==> config.mk <==
export PLATFORM = sky130hd
export DESIGN_NAME = mmio_io_ctrl_flat
export DESIGN_NICKNAME = d
export VERILOG_FILES = /design/src/rtl/mmio_io_ctrl_pkg.sv /design/src/rtl/mmio_io_ctrl_if.sv /design/src/rtl/mmio_io_ctrl_debounce.sv /design/src/rtl/mmio_io_ctrl.sv /design/src/flat_wrapper.sv
export SDC_FILE = /design/constraint.sdc
export NUM_CORES = 1
export LEC_CHECK = 0
export ABC_AREA = 1
export ABC_CLOCK_PERIOD_IN_PS = 2300
export BUFFER_PORTS_ARGS = -buffer_cell sky130_fd_sc_hd__buf_2
export CORE_ASPECT_RATIO = 1.25
export CORE_MARGIN = 4
export CORE_UTILIZATION = 25
export DETAILED_ROUTE_END_ITERATION = 8
export GPL_TIMING_DRIVEN = 0
export HOLD_SLACK_MARGIN = 0.03
export PLACE_DENSITY = 0.49
export SYNTH_ARGS = -nofsm -noshare
export SYNTH_HDL_FRONTEND = slang
export SYNTH_SLANG_ARGS = --single-unit
export TNS_END_PERCENT = 100
==> constraint.sdc <==
create_clock -name CLK -period 2.3 [get_ports CLK]
set_clock_uncertainty 0.1 [all_clocks]
set_input_delay 0.115 -clock CLK [delete_from_list [all_inputs] [get_ports CLK]]
set_output_delay 0.115 -clock CLK [all_outputs]
set_load 0.01 [all_outputs]
==> src/rtl/mmio_io_ctrl_pkg.sv <==
// ---------------------------------------------------------------------------
// mmio_io_pkg
// Shared constants for the memory-mapped I/O controller:
//   - 16-bit low halves of the register addresses (upper address bits are
//     all 1s for any DBITS >= 16)
//   - the read value returned for unmapped addresses
//   - bit positions inside the timer control register
// ---------------------------------------------------------------------------
package mmio_io_pkg;

  localparam logic [15:0] ADDR_KDATA = 16'hFFF0;
  localparam logic [15:0] ADDR_SDATA = 16'hFFF2;
  localparam logic [15:0] ADDR_KSTAT = 16'hFFF4;
  localparam logic [15:0] ADDR_KIEN  = 16'hFFF6;
  localparam logic [15:0] ADDR_HEX   = 16'hFFF8;
  localparam logic [15:0] ADDR_LEDR  = 16'hFFFA;
  localparam logic [15:0] ADDR_LEDG  = 16'hFFFC;
  localparam logic [15:0] ADDR_TLIM  = 16'hFFE0;
  localparam logic [15:0] ADDR_TCNT  = 16'hFFE2;
  localparam logic [15:0] ADDR_TCTL  = 16'hFFE4;

  // Value read back from any address that is not decoded.
  localparam logic [15:0] RD_DEAD = 16'hDEAD;

  // Timer control register bit positions.
  localparam int TCTL_EN   = 0;  // counter enable, R/W
  localparam int TCTL_TICK = 1;  // sticky wrap flag, W1C
  localparam int TCTL_TIE  = 2;  // tick interrupt enable, R/W

endpackage

==> src/rtl/mmio_io_ctrl_if.sv <==
// ---------------------------------------------------------------------------
// mmio_io_ctrl_if
// Data-memory-port bus between the core (master) and the I/O controller
// (slave).
//   ADDR  core -> ctrl  byte address
//   DIN   core -> ctrl  store data
//   WE    core -> ctrl  store strobe
//   DOUT  ctrl -> core  combinational read data
//   SEL   ctrl -> core  address lies in I/O space (top nibble all 1s)
// ---------------------------------------------------------------------------
interface mmio_io_ctrl_if #(
  parameter int DBITS = 16
);
  logic [DBITS-1:0] ADDR;
  logic [DBITS-1:0] DIN;
  logic             WE;
  logic [DBITS-1:0] DOUT;
  logic             SEL;

  modport master (output ADDR, output DIN, output WE, input DOUT, input SEL);
  modport slave  (input ADDR, input DIN, input WE, output DOUT, output SEL);
endinterface

==> src/rtl/mmio_io_ctrl_debounce.sv <==
// ---------------------------------------------------------------------------
// io_debounce
// Two-flop synchroniser followed by a per-bit debouncer. A bit's debounced
// value follows the synchronised value only after DEB_CYCLES consecutive
// clock edges on which the two differ; any edge on which they agree
// restarts the count. Pin-to-output latency is 2 + DEB_CYCLES edges.
//   i_clk    clock
//   i_rst_n  asynchronous active-low reset (state -> RST_VAL, counts -> 0)
//   i_raw    W raw asynchronous inputs
//   o_deb    W debounced outputs (registered)
//   o_fall   W strobes, high in the cycle whose edge moves o_deb 1->0
// ---------------------------------------------------------------------------
module io_debounce #(
  parameter int             W          = 4,
  parameter int             DEB_CYCLES = 4,
  parameter logic [W-1:0]   RST_VAL    = {W{1'b0}}
) (
  input  logic         i_clk,
  input  logic         i_rst_n,
  input  logic [W-1:0] i_raw,
  output logic [W-1:0] o_deb,
  output logic [W-1:0] o_fall
);

  localparam int            CW   = $clog2(DEB_CYCLES + 1);
  localparam logic [CW-1:0] LAST = CW'(DEB_CYCLES - 1);

  logic [W-1:0]  r_sync1;
  logic [W-1:0]  r_sync2;
  logic [W-1:0]  r_deb;
  logic [CW-1:0] r_cnt [W];
  logic [W-1:0]  w_diff;
  logic [W-1:0]  w_accept;

  // Per-bit disagreement and "this edge completes the stable run" flags.
  always_comb begin
    w_diff   = r_sync2 ^ r_deb;
    w_accept = {W{1'b0}};
    for (int i = 0; i < W; i++) begin
      if (w_diff[i] && (r_cnt[i] == LAST)) begin
        w_accept[i] = 1'b1;
      end else begin
        w_accept[i] = 1'b0;
      end
    end
  end

  // Two-flop synchroniser for the asynchronous pins.
  always_ff @(posedge i_clk or negedge i_rst_n) begin
    if (!i_rst_n) begin
      r_sync1 <= RST_VAL;
      r_sync2 <= RST_VAL;
    end else begin
      r_sync1 <= i_raw;
      r_sync2 <= r_sync1;
    end
  end

  // Stable-run counters; cleared on agreement and on acceptance.
  always_ff @(posedge i_clk or negedge i_rst_n) begin
    if (!i_rst_n) begin
      for (int i = 0; i < W; i++) begin
        r_cnt[i] <= {CW{1'b0}};
      end
    end else begin
      for (int i = 0; i < W; i++) begin
        if (!w_diff[i] || w_accept[i]) begin
          r_cnt[i] <= {CW{1'b0}};
        end else begin
          r_cnt[i] <= r_cnt[i] + CW'(1);
        end
      end
    end
  end

  // Debounced state takes the synchronised value once the run completes.
  always_ff @(posedge i_clk or negedge i_rst_n) begin
    if (!i_rst_n) begin
      r_deb <= RST_VAL;
    end else begin
      for (int i = 0; i < W; i++) begin
        if (w_accept[i]) begin
          r_deb[i] <= r_sync2[i];
        end
      end
    end
  end

  assign o_deb  = r_deb;
  // An accepted change on a bit currently at 1 is a 1->0 transition.
  assign o_fall = w_accept & r_deb;

endmodule

==> src/rtl/mmio_io_ctrl.sv <==
// ---------------------------------------------------------------------------
// mmio_io_ctrl
// Memory-mapped I/O controller on the core's data-memory port. Provides
// debounced key/switch inputs, sticky key-press status (write-1-to-clear),
// key interrupt enables and the HEX/LEDR/LEDG output registers.
//
// Optional timer: define MMIO_IO_CTRL_TIMER_EN to add TLIM/TCNT/TCTL at
// FFE0/FFE2/FFE4. Without it those addresses read DEAD and ignore writes.
//
// Ports:
//   CLK      system clock, all state on posedge
//   RESET_N  asynchronous active-low reset
//   bus      mmio_io_ctrl_if slave: ADDR, DIN, WE in; DOUT, SEL out
//   KEY      raw active-low keys (pressed = 0)
//   SW       raw switches
//   HEX      seven-segment value register
//   LEDR     red LED register
//   LEDG     green LED register
//   IRQ      |(KSTAT & KIEN), plus timer tick when enabled
// ---------------------------------------------------------------------------
module mmio_io_ctrl
  import mmio_io_pkg::*;
#(
  parameter int DBITS      = 16,
  parameter int NKEYS      = 4,
  parameter int NSW        = 10,
  parameter int NLEDR      = 10,
  parameter int NLEDG      = 8,
  parameter int DEB_CYCLES = 4
) (
  input  logic              CLK,
  input  logic              RESET_N,
  mmio_io_ctrl_if.slave     bus,
  input  logic [NKEYS-1:0]  KEY,
  input  logic [NSW-1:0]    SW,
  output logic [DBITS-1:0]  HEX,
  output logic [NLEDR-1:0]  LEDR,
  output logic [NLEDG-1:0]  LEDG,
  output logic              IRQ
);

  // Widen a 16-bit map address to DBITS with the extra upper bits set.
  function automatic logic [DBITS-1:0] full_addr(input logic [15:0] a);
    return ~(DBITS'(~a));
  endfunction

  localparam logic [DBITS-1:0] A_KDATA = full_addr(ADDR_KDATA);
  localparam logic [DBITS-1:0] A_SDATA = full_addr(ADDR_SDATA);
  localparam logic [DBITS-1:0] A_KSTAT = full_addr(ADDR_KSTAT);
  localparam logic [DBITS-1:0] A_KIEN  = full_addr(ADDR_KIEN);
  localparam logic [DBITS-1:0] A_HEX   = full_addr(ADDR_HEX);
  localparam logic [DBITS-1:0] A_LEDR  = full_addr(ADDR_LEDR);
  localparam logic [DBITS-1:0] A_LEDG  = full_addr(ADDR_LEDG);
  localparam logic [DBITS-1:0] DEAD_X  = DBITS'(RD_DEAD);

  logic [DBITS-1:0] r_hex;
  logic [NLEDR-1:0] r_ledr;
  logic [NLEDG-1:0] r_ledg;
  logic [NKEYS-1:0] r_kstat;
  logic [NKEYS-1:0] r_kien;

  logic [NKEYS-1:0] w_key_deb;
  logic [NKEYS-1:0] w_key_fall;
  logic [NSW-1:0]   w_sw_deb;
  logic [NSW-1:0]   w_unused_sw_fall;
  logic [NKEYS-1:0] w_kstat_clr;
  logic [DBITS-1:0] w_dout;
  logic             w_irq;

  logic w_wr_kstat;
  logic w_wr_kien;
  logic w_wr_hex;
  logic w_wr_ledr;
  logic w_wr_ledg;

  // Keys idle high, so their synchroniser/debounce state resets to 1s.
  io_debounce #(
    .W          (NKEYS),
    .DEB_CYCLES (DEB_CYCLES),
    .RST_VAL    ({NKEYS{1'b1}})
  ) u_key_deb (
    .i_clk   (CLK),
    .i_rst_n (RESET_N),
    .i_raw   (KEY),
    .o_deb   (w_key_deb),
    .o_fall  (w_key_fall)
  );

  io_debounce #(
    .W          (NSW),
    .DEB_CYCLES (DEB_CYCLES),
    .RST_VAL    ({NSW{1'b0}})
  ) u_sw_deb (
    .i_clk   (CLK),
    .i_rst_n (RESET_N),
    .i_raw   (SW),
    .o_deb   (w_sw_deb),
    .o_fall  (w_unused_sw_fall)
  );

  assign w_wr_kstat = bus.WE && (bus.ADDR == A_KSTAT);
  assign w_wr_kien  = bus.WE && (bus.ADDR == A_KIEN);
  assign w_wr_hex   = bus.WE && (bus.ADDR == A_HEX);
  assign w_wr_ledr  = bus.WE && (bus.ADDR == A_LEDR);
  assign w_wr_ledg  = bus.WE && (bus.ADDR == A_LEDG);

`ifdef MMIO_IO_CTRL_TIMER_EN
  localparam logic [DBITS-1:0] A_TLIM = full_addr(ADDR_TLIM);
  localparam logic [DBITS-1:0] A_TCNT = full_addr(ADDR_TCNT);
  localparam logic [DBITS-1:0] A_TCTL = full_addr(ADDR_TCTL);

  logic [DBITS-1:0] r_tlim;
  logic [DBITS-1:0] r_tcnt;
  logic             r_ten;
  logic             r_tick;
  logic             r_tie;
  logic             w_wr_tlim;
  logic             w_wr_tctl;
  logic             w_wrap;

  assign w_wr_tlim = bus.WE && (bus.ADDR == A_TLIM);
  assign w_wr_tctl = bus.WE && (bus.ADDR == A_TCTL);
  assign w_wrap    = r_ten && (r_tcnt == r_tlim);

  // Limit register and free-running counter; a TLIM write restarts the count.
  always_ff @(posedge CLK or negedge RESET_N) begin
    if (!RESET_N) begin
      r_tlim <= {DBITS{1'b0}};
      r_tcnt <= {DBITS{1'b0}};
    end else begin
      if (w_wr_tlim) begin
        r_tlim <= bus.DIN;
        r_tcnt <= {DBITS{1'b0}};
      end else if (w_wrap) begin
        r_tcnt <= {DBITS{1'b0}};
      end else if (r_ten) begin
        r_tcnt <= r_tcnt + DBITS'(1);
      end
    end
  end

  // Timer control: enable/IE are plain R/W, tick is sticky with set priority.
  always_ff @(posedge CLK or negedge RESET_N) begin
    if (!RESET_N) begin
      r_ten  <= 1'b0;
      r_tie  <= 1'b0;
      r_tick <= 1'b0;
    end else begin
      if (w_wr_tctl) begin
        r_ten <= bus.DIN[TCTL_EN];
        r_tie <= bus.DIN[TCTL_TIE];
      end
      r_tick <= w_wrap | (r_tick & ~(w_wr_tctl & bus.DIN[TCTL_TICK]));
    end
  end
`endif

  // Plain R/W output and interrupt-enable registers.
  always_ff @(posedge CLK or negedge RESET_N) begin
    if (!RESET_N) begin
      r_hex  <= {DBITS{1'b0}};
      r_ledr <= {NLEDR{1'b0}};
      r_ledg <= {NLEDG{1'b0}};
      r_kien <= {NKEYS{1'b0}};
    end else begin
      if (w_wr_hex) begin
        r_hex <= bus.DIN;
      end
      if (w_wr_ledr) begin
        r_ledr <= bus.DIN[NLEDR-1:0];
      end
      if (w_wr_ledg) begin
        r_ledg <= bus.DIN[NLEDG-1:0];
      end
      if (w_wr_kien) begin
        r_kien <= bus.DIN[NKEYS-1:0];
      end
    end
  end

  // W1C mask for KSTAT; only meaningful on a KSTAT store.
  always_comb begin
    w_kstat_clr = {NKEYS{1'b0}};
    if (w_wr_kstat) begin
      w_kstat_clr = bus.DIN[NKEYS-1:0];
    end else begin
      w_kstat_clr = {NKEYS{1'b0}};
    end
  end

  // Sticky key-press status; a press on the same edge beats the clear.
  always_ff @(posedge CLK or negedge RESET_N) begin
    if (!RESET_N) begin
      r_kstat <= {NKEYS{1'b0}};
    end else begin
      r_kstat <= (r_kstat & ~w_kstat_clr) | w_key_fall;
    end
  end

  // Zero-latency read mux over registered state only.
  always_comb begin
    w_dout = DEAD_X;
    case (bus.ADDR)
      A_KDATA: w_dout = DBITS'(w_key_deb);
      A_SDATA: w_dout = DBITS'(w_sw_deb);
      A_KSTAT: w_dout = DBITS'(r_kstat);
      A_KIEN:  w_dout = DBITS'(r_kien);
      A_HEX:   w_dout = r_hex;
      A_LEDR:  w_dout = DBITS'(r_ledr);
      A_LEDG:  w_dout = DBITS'(r_ledg);
`ifdef MMIO_IO_CTRL_TIMER_EN
      A_TLIM:  w_dout = r_tlim;
      A_TCNT:  w_dout = r_tcnt;
      A_TCTL:  w_dout = DBITS'({r_tie, r_tick, r_ten});
`endif
      default: w_dout = DEAD_X;
    endcase
  end

  // Interrupt combines registered status bits only, so it is glitch-free.
  always_comb begin
    w_irq = |(r_kstat & r_kien);
`ifdef MMIO_IO_CTRL_TIMER_EN
    w_irq = w_irq | (r_tick & r_tie);
`endif
  end

  assign bus.DOUT = w_dout;
  assign bus.SEL  = &bus.ADDR[DBITS-1:DBITS-4];
  assign HEX      = r_hex;
  assign LEDR     = r_ledr;
  assign LEDG     = r_ledg;
  assign IRQ      = w_irq;

endmodule
==> src/flat_wrapper.sv <==
// flat-port wrapper written by rule: the top's interface ports become plain ports
module mmio_io_ctrl_flat import mmio_io_pkg::*;
#(
  parameter int DBITS      = 16,
  parameter int NKEYS      = 4,
  parameter int NSW        = 10,
  parameter int NLEDR      = 10,
  parameter int NLEDG      = 8,
  parameter int DEB_CYCLES = 4
)
  (CLK, RESET_N, KEY, SW, HEX, LEDR, LEDG, IRQ, bus_ADDR, bus_DIN, bus_WE, bus_DOUT, bus_SEL);
  mmio_io_ctrl_if #(.DBITS(DBITS)) bus_i ();
  input  logic CLK;
  input  logic RESET_N;
  input  logic [NKEYS-1:0] KEY;
  input  logic [NSW-1:0] SW;
  output logic [DBITS-1:0] HEX;
  output logic [NLEDR-1:0] LEDR;
  output logic [NLEDG-1:0] LEDG;
  output logic IRQ;
  input wire logic [$bits(bus_i.ADDR)-1:0] bus_ADDR;
  input wire logic [$bits(bus_i.DIN)-1:0] bus_DIN;
  input wire logic [$bits(bus_i.WE)-1:0] bus_WE;
  output wire logic [$bits(bus_i.DOUT)-1:0] bus_DOUT;
  output wire logic [$bits(bus_i.SEL)-1:0] bus_SEL;
  assign bus_i.ADDR = bus_ADDR;
  assign bus_i.DIN = bus_DIN;
  assign bus_i.WE = bus_WE;
  assign bus_DOUT = bus_i.DOUT;
  assign bus_SEL = bus_i.SEL;
  mmio_io_ctrl #(.DBITS(DBITS), .NKEYS(NKEYS), .NSW(NSW), .NLEDR(NLEDR), .NLEDG(NLEDG), .DEB_CYCLES(DEB_CYCLES)) u_core (.CLK(CLK), .RESET_N(RESET_N), .bus(bus_i), .KEY(KEY), .SW(SW), .HEX(HEX), .LEDR(LEDR), .LEDG(LEDG), .IRQ(IRQ));
endmodule
=== Word-level counts from Yosys, hierarchy flattened ===
Index checks and enable logic that the tools add are counted.

* Reduce and logical (&&, ||, !) cells: 49
* Multiplexer cells: 30
* Eq/ne operators: 21
* Bitwise operators: 7
* $add $sub $neg: 14

{| class="wikitable"
|+ Operators by type and width
! cell !! number
|-
| $eq 16x16->1 const B || 7
|-
| $pmux 16 s7 || 1
|-
| $add 3x1->3 const B || 14
|-
| $eq 3x2->1 const B || 14
|-
| $mux 3 || 14
|-
| $logic_and 1x1->1 || 19
|-
| $logic_not 1->1 || 14
|-
| $logic_or 1x1->1 || 14
|-
| $mux 1 || 14
|-
| $and 4x4->4 || 3
|-
| $xor 10x10->10 || 1
|-
| $mux 4 || 1
|-
| $not 4->4 || 1
|-
| $or 4x4->4 || 1
|-
| $reduce_and 4->1 || 1
|-
| $reduce_or 4->1 || 1
|-
| $xor 4x4->4 || 1
|}

* Logic and storage cells: 158
* Bits of input ports: 49
* Output and inout port bits: 52
* Register bits after elaboration: 126

=== Depth between registers and ports, before layout ===
Gate-level depths: netlist (run 1).

* Word-level depth: 6
* Depth in mapped cells: 10
* Depth with buffers taken out: 10

=== Hierarchy ===
Synthesis (run 1) repeated with hierarchy kept, for this count alone.

* Cell total of the unflattened synthesis: 638
* Area, all modules: 5,804.3 sq um

{| class="wikitable"
|+ By module, submodules not included
! module !! cells an instance !! sequential area each (sq um) !! area each (sq um) !! instances
|-
| mmio_io_ctrl || 322 || 1,051.0 || 2,508.7 || 1
|-
| io_debounce at u_core.u_sw_deb || 226 || 1,501.4 || 2,342.2 || 1
|-
| io_debounce at u_core.u_key_deb || 90 || 615.6 || 953.4 || 1
|}

=== Least setup slack after synthesis (run 1) ===
Ideal clock, no wire load.

* Path kind: input to output
* Start point: input port bus_ADDR[7]
* End point: output port bus_DOUT[5]
* Data arrival time: 1.045 ns
* Cell stages on the path: 10
* Data required time: 2.085 ns
* Path buffers: 1
* Slack: 1.040 ns
* Cell sequence: nand2_1 -> inv_1 -> nand2_4 -> nor2_4 -> nand2_1 -> nand2_1 -> nor2_1 -> nand2_2 -> buf_6 -> nand2_1

* Word-level cells in the longest chain between the ends: 2
* Elaborated cells between the ends (all ways): 8
* Classes of those cells: eq/ne (7); mux (1)

{| class="wikitable"
|+ Ends and longest elaborated chain
! element !! line !! RTL
|-
| from (decl) || flat_wrapper.sv:21 || <nowiki>input wire logic [$bits(bus_i.ADDR)-1:0] bus_ADDR;</nowiki>
|-
| $eq 16x16->1 || mmio_io_ctrl.sv:203 || <nowiki>case (bus.ADDR)</nowiki>
|-
| $pmux 16 s7 (*) || mmio_io_ctrl.sv:203 ||
|-
| to (decl) || flat_wrapper.sv:24 || <nowiki>output wire logic [$bits(bus_i.DOUT)-1:0] bus_DOUT;</nowiki>
|}

Mark *: on every way between the ends. The rest lies on a longest branch, timed or not.

=== Worst setup path after layout (run 1) ===
* Start point: input port bus_ADDR[7]
* End point: output port bus_DOUT[3]

Same word-level chain as after synthesis.

==> results.cfg, run 1 <==
[placement]
dp_cells = 939
post_dp_cell_area_sq_um = 6470
gp_congestion = 0.755
pre_cts_ws_ns = 0.338
port_buffers = 99
place_hpwl_mm = 9.64

[drt]
dr_total_vias = 4164
drt_iter0_drc = 151
dr.pass1.iters = 4
drt-total-wl_mm = 13.6
drc = 0
vias_per_cell = 4.13
post_drt_wl_per_cell_um = 13.5
antenna_left = 0

[final_layout]
final_common_cell = nand2_1
fill_cells = 2256
layout_common_cells = nand2_1 (120), dfrtp_1 (114), buf_2 (100)
final_util = 0.341
antenna_cells = 0
syn_to_final_growth_pct = 32.7
fin_cells = 1008
drive_gt1_frac = 0.302
nNetsFinal = 793
final_area_sq_um = 7420

[global_route]
grt_pass1_vias = 4160
grt_overflow = 0
antenna_found_initial = 0
grt_max_degree = 90
grt_pass1_wl_mm = 21.8
track_usage = 0.114

[sta]
final.setup.worst_slack_ns = 0.351
drv_slew = 0
relSlewSlack = 0.690
rsz0062_at_grt = no
fin_tns_setup_ns = 0
whs_ns = 0.0711
min_period_ns = 1.95
min_period_over_period = 0.848
finalSetupViolCount = 0
timing.final.hold_violations = 0
max_slew.worst_pin.slew_ns = 0.465
fmaxAchievable_mhz = 513

[power]
power.internal_mw = 4.79
p_clk_frac = 0.398
p_seq_frac = 0.444
p_sw_frac = 0.269
switchingPower_mw = 1.76
leakage_nw = 3.71
ir_drop_v = 0.000495
power_density_nw_per_um2 = 883
combPwrFrac = 0.157
power_mw = 6.55

[worst_hold_path]
hold_class = in -> async

[setup_path]
worstPathCellList = buf_2 > nand2_1 > inv_1 > nand2_4 > nor2_4 > nand2_1 > nand2_1 > nor2_1 > nand2_2 > buf_6 > nand3_2 > buf_2
path_class = in -> out
cp_slowest_stage_delay_ns = 0.32
critPathMostFrequentCell = nand2_1
arrival_ns = 1.73
worstPathRequired_ns = 2.09
cp_slowest_cell = nor2_4
cp-end-kind = output pin
crit_fanout = 10
crit_path_start_kind = input pin

[clocking]
clock_sinks = 126
cts_tree = done
cts_buffers = 17
root_buffer = clkbuf_16
clock_latency_ns = 0.41
cts_max_path_buffers = 2
clk_pin_slew_ns = 0.05
htreeDepth = 4

[die]
fp.dieW_um = 142
initial_core_util = 0.257
core-area_sq_um = 21800
dieArea_sq_um = 24800
rows = 60
die_h_um = 175
boundaryPins = 101

[run]
cap_violations = 0

[synthesis]
syn-num-nets = 637
synth_seq_area_share = 0.567
synthCells = 560
syn_area_per_cell_sq_um = 9.98
ys_ff_latch = 126
ys_types = 30
synth_area_sq_um = 5590
ys.warnings.count = 0

[outcome]
status = finished clean
-- sequential cells by signal (all words and copies together) (netlist names), 8 cells and up --
name and cells:
u_core.LEDR 10, u_core.u_sw_deb.o_deb 10, u_core.LEDG 8, u_core.u_sw_deb.r_sync1 10
u_core.HEX 16, u_core.u_key_deb.r_cnt 12, u_core.u_sw_deb.r_sync2 10, u_core.u_sw_deb.r_cnt 30
-- synthesized netlist by cell type (all sizes together) --
| library cell | instances | area, sq um |
|---|---|---|
| dfstp | 12 | 315 |
| or2 | 1 | 6.26 |
| o21ai | 56 | 385 |
| o211ai | 1 | 7.51 |
| clkinv | 2 | 10.0 |
| inv | 62 | 238 |
| nand2 | 130 | 542 |
| dfrtp | 114 | 2850 |
| buf | 11 | 104 |
| nand4 | 4 | 31.3 |
| mux2 | 7 | 78.8 |
| a21oi | 17 | 88.8 |
| nand3 | 39 | 215 |
| ha | 28 | 350 |
| nor2 | 76 | 365 |
-- worst max-delay path: cells and delay by family --
| family | cells | cell delay, ns |
|---|---|---|
| simple gates | 8 | 1.12 |
| buf+inv | 4 | 0.48 |
-- area by class of cell --
| cell class | instances | area (sq um) | area share |
|---|---|---|---|
| clock buffer | 21 | 460 | 0.0621 |
| multi-input combinational | 359 | 2070 | 0.279 |
| sequential | 126 | 3170 | 0.427 |
| timing repair buffer | 137 | 900 | 0.121 |
| tap | 279 | 349 | 0.0471 |
| inverter | 64 | 248 | 0.0334 |
| clock inverter | 11 | 116 | 0.0157 |
| buffer | 11 | 104 | 0.0140 |
-- timing repair --
action | CTS | global route
gates resized for setup | 0 | 0
endpoints found under the hold margin | 176 | 0
setup buffers | 0 | 0
hold buffers | 37 | 0
-- routing by layer --
layer | vias up | global-route usage | wire, um
met5 | - | 0 | 0
met4 | 0 | 0.0496 | 275
met3 | 22 | 0.0386 | 941
met2 | 94 | 0.186 | 6490
met1 | 1941 | 0.136 | 5930
li1 | 2107 | - | -
-- cell families after synthesis --
family | synth area share
compound gates | 0.0862
fa+ha+maj | 0.0627
buf+inv | 0.0629
flops | 0.567
mux | 0.0141
simple gates | 0.207
-- power groups by stage --
| stage | registers (mW) | logic [mW] | clock network, mW |
|---|---|---|---|
| after global routing | 2.97 | 1.24 | 2.79 |
| final | 2.91 | 1.03 | 2.61 |
| after floorplan | 2.88 | 0.761 | 0 |
| after global placement | 2.94 | 0.976 | 0 |
| after CTS | 2.92 | 1.06 | 2.69 |
| after detailed placement | 2.95 | 1.01 | 0 |
-- worst paths after layout --
check | startpoint | end | slack [ns] | cells past startpoint
max in group asynchronous | RESET_N | u_core.u_key_deb.o_deb[1] | 1.27 | 3
setup / recovery | bus_ADDR[7] | bus_DOUT[3] | 0.35 | 12
hold / removal | RESET_N | u_core.u_key_deb.r_cnt[4] | 0.07 | 2
hold reg to reg | u_core.u_sw_deb.r_sync1[9] | u_core.u_sw_deb.r_sync2[9] | 0.25 | 0
setup reg to reg | u_core.u_sw_deb.r_cnt[15] | u_core.u_sw_deb.r_cnt[15] | 0.93 | 5
min in group CLK | bus_ADDR[0] | u_core.r_kien[0] | 0.19 | 6
No activity file was read; power rests on OpenSTA's default activity.
==> inputs of run 2 (changes only) <==
Settings changed: ABC_AREA 1 to 0, ABC_CLOCK_PERIOD_IN_PS 2300 to 2040.
Clock period 2.3 ns to 2.04 ns, I/O delays scaled along.
==> run 2 against run 1 <==
Net effect: combinational power grew 24%; utilization grew 0.22 points; first-iteration DRC count shrank 34%; critical path depth shrank 8; die area shrank 1.1%; via count shrank 11%; cell count shrank 13%; non-clock buffer count shrank 1; flip-flop and latch count is the same; global-route usage is essentially flat; total power grew 16%; largest cell class unchanged; highest routed layer is now met5.
==> results.cfg, run 2 <==
[outcome]
status = finished clean

[placement]
post_dp_cell_area_sq_um = 6380
gp_congestion = 0.785
place_hpwl_mm = 9.65
dp_cells = 802
port_buffers = 95

[sta]
fmaxAchievable_mhz = 497
finalSetupViolCount = 0
drv_slew = 0
timing.final.hold_violations = 0
relSlewSlack = 0.522
max_slew.worst_pin.slew_ns = 0.711
min_period_ns = 2.01
rsz0062_at_grt = yes
fin_tns_setup_ns = 0
min_period_over_period = 0.987

[global_route]
grt_pass1_vias = 3999
grt_max_degree = 76
grt_overflow = 0
grt_pass1_wl_mm = 21.6
track_usage = 0.114
antenna_found_initial = 2

[final_layout]
antenna_cells = 0
layout_common_cells = dfrtp_1 (114), buf_2 (98), nor2_1 (45), mux2_2 (45)
nNetsFinal = 658
final_area_sq_um = 7410
final_common_cell = dfrtp_1
drive_gt1_frac = 0.384
top_register = u_core.u_sw_deb.r_cnt
fill_cells = 2165
syn_to_final_growth_pct = 34.1
final_util = 0.343
fin_cells = 873
largest_reg_flops = 30

[clocking]
clock_sinks = 126
htreeDepth = 4
clk_pin_slew_ns = 0.05
root_buffer = clkbuf_16
cts_tree = done
cts_buffers = 17
clock_latency_ns = 0.42
cts_max_path_buffers = 2

[die]
dieArea_sq_um = 24600
rows = 60
die_h_um = 174
core-area_sq_um = 21600
boundaryPins = 101
fp.dieW_um = 141
initial_core_util = 0.256

[synthesis]
ys_types = 47
yosys-top-cells-count = dfrtp_1 (114), mux2_2 (45), nor2_1 (45), inv_1 (31)
ys.warnings.count = 0
synthCells = 427
yosysTopAreaCellShare = 0.516
yosys.area.top_type = dfrtp_1
syn-num-nets = 504
syn_area_per_cell_sq_um = 12.9
synthTopCellsByArea = dfrtp_1 (52%), mux2_2 (9.2%), ha_1 (6.3%), dfstp_2 (5.7%), nor2_1 (3.1%)
synth_edf_count = 0
ys_async_sr_fraction = 1.00
synth_ff_type = dfrtp_1
synth_area_sq_um = 5530
synth.most_common_cell = dfrtp_1
ys_ff_latch = 126
synth_seq_area_share = 0.573

[setup_path]
cp-end-kind = output pin
worstPathCellList = mux4_2 > nor2b_1 > a211o_1 > buf_6
cp_slowest_stage_delay_ns = 0.47
cp_slowest_cell = mux4_2
worstPathRequired_ns = 1.84
path_class = reg -> out
critPathBufInv = 1
crit_fanout = 3
arrival_ns = 1.81
crit_path_start_kind = flop
critPathTopFamily = multiplexers

[run]
cap_violations = 0

[drt]
dr.pass1.iters = 4
drt_iter0_drc = 100
post_drt_wl_per_cell_um = 15.3
antenna_left = 0
drt-total-wl_mm = 13.4
vias_per_cell = 4.26
drc = 0
dr_total_vias = 3721

[worst_hold_path]
hold_class = in -> async

[power]
ir_drop_v = 0.000544
power_density_nw_per_um2 = 1020
leakage_nw = 3.60
[run 2: cell count changes in the layout (fill, tap and decap cells not counted), sizes merged, moves of 30 or more]
cell   before  now
nand2     130   28
o21ai      56    5
nand3      39    9
inv        62   31
nor2       76   46
mux2        7   55
[run 2: cell type report]
class | count | area [sq um] | area share
clock buffers | 21 | 450 | 0.0608
clock inverters | 11 | 141 | 0.0191
multi-input cells | 258 | 2210 | 0.299
repair buffers | 135 | 905 | 0.122
inverters | 31 | 116 | 0.0157
flip-flops and latches | 126 | 3170 | 0.427
well taps | 279 | 349 | 0.0471
plain buffers | 12 | 67.6 | 0.00912
[run 2: routing by layer]
layer  up-vias  wire, um  track usage
met4         4       256       0.0460
met2        94      6630        0.188
met3        19       717       0.0327
li1       1773         -            -
met5         -        27            0
met1      1831      5720        0.141
[run 2: repair_timing]
| item | in CTS | in global routing |
|---|---|---|
| hold endpoints to repair | 170 | 0 |
| setup buffers | 6 | 2 |
| hold buffers | 31 | 0 |
| gates resized for setup | 2 | 7 |
| pin swaps | 1 | 2 |
| endpoints found under the setup margin | 8 | 13 |
[run 2: path summary, 6_finish.rpt]
| kind | endpoint | depth (start not counted) | from | slack [ns] |
|---|---|---|---|---|
| worst min register to register | u_core.u_sw_deb.r_sync2[4] | 0 | u_core.u_sw_deb.r_sync1[4] | 0.25 |
| min in group CLK | u_core.r_kstat[0] | 3 | bus_WE | 0.13 |
| worst max register to register | u_core.u_sw_deb.o_deb[2] | 3 | u_core.u_sw_deb.r_cnt[21] | 0.75 |
| worst min-delay path | u_core.u_sw_deb.r_sync1[7] | 2 | RESET_N | 0.09 |
| max in group asynchronous | u_core.u_key_deb.r_sync1[0] | 3 | RESET_N | 0.98 |
| worst max-delay path | bus_DOUT[3] | 4 | u_core.LEDR[3] | 0.03 |
[run 2: logic make-up after synthesis]
group | synth area share
multiplexers | 0.136
XOR/XNOR | 0.0222
buffers and inverters | 0.0333
adder cells (fa/ha/maj) | 0.0634
flip-flops | 0.573
AO/OA/AOI/OAI | 0.0378
AND/OR/NAND/NOR | 0.134
[run 2: power by group]
part	leakage [nW]	switching (mW)	internal [mW]	total, mW
clock network	0.283	1.07	1.94	3.01
logic	1.72	0.641	0.636	1.28
registers	1.60	0.273	3.01	3.28
total	3.60	1.98	5.59	7.57
[run 2: per-stage QoR]
stage / power, mW / setup slack, ns / hold WS, ns
floorplan: 4.18 / 0.473 / -0.294
global placement: 4.44 / -0.797 / 0.110
detailed placement: 4.57 / -0.0498 / -0.00954
CTS: 7.69 / -0.0127 / 0.104
global route: 8.08 / -0.0865 / 0.135
finish: 7.57 / 0.0262 / 0.0924
[run 2: worst reg2reg max path, delay by kind of cell, from the launching register on]
| family | cells | cell delay, ns |
|---|---|---|
| muxes | 1 | 0.28 |
| adders and majority gates | 2 | 0.42 |
| DFF | 1 | 0.38 |
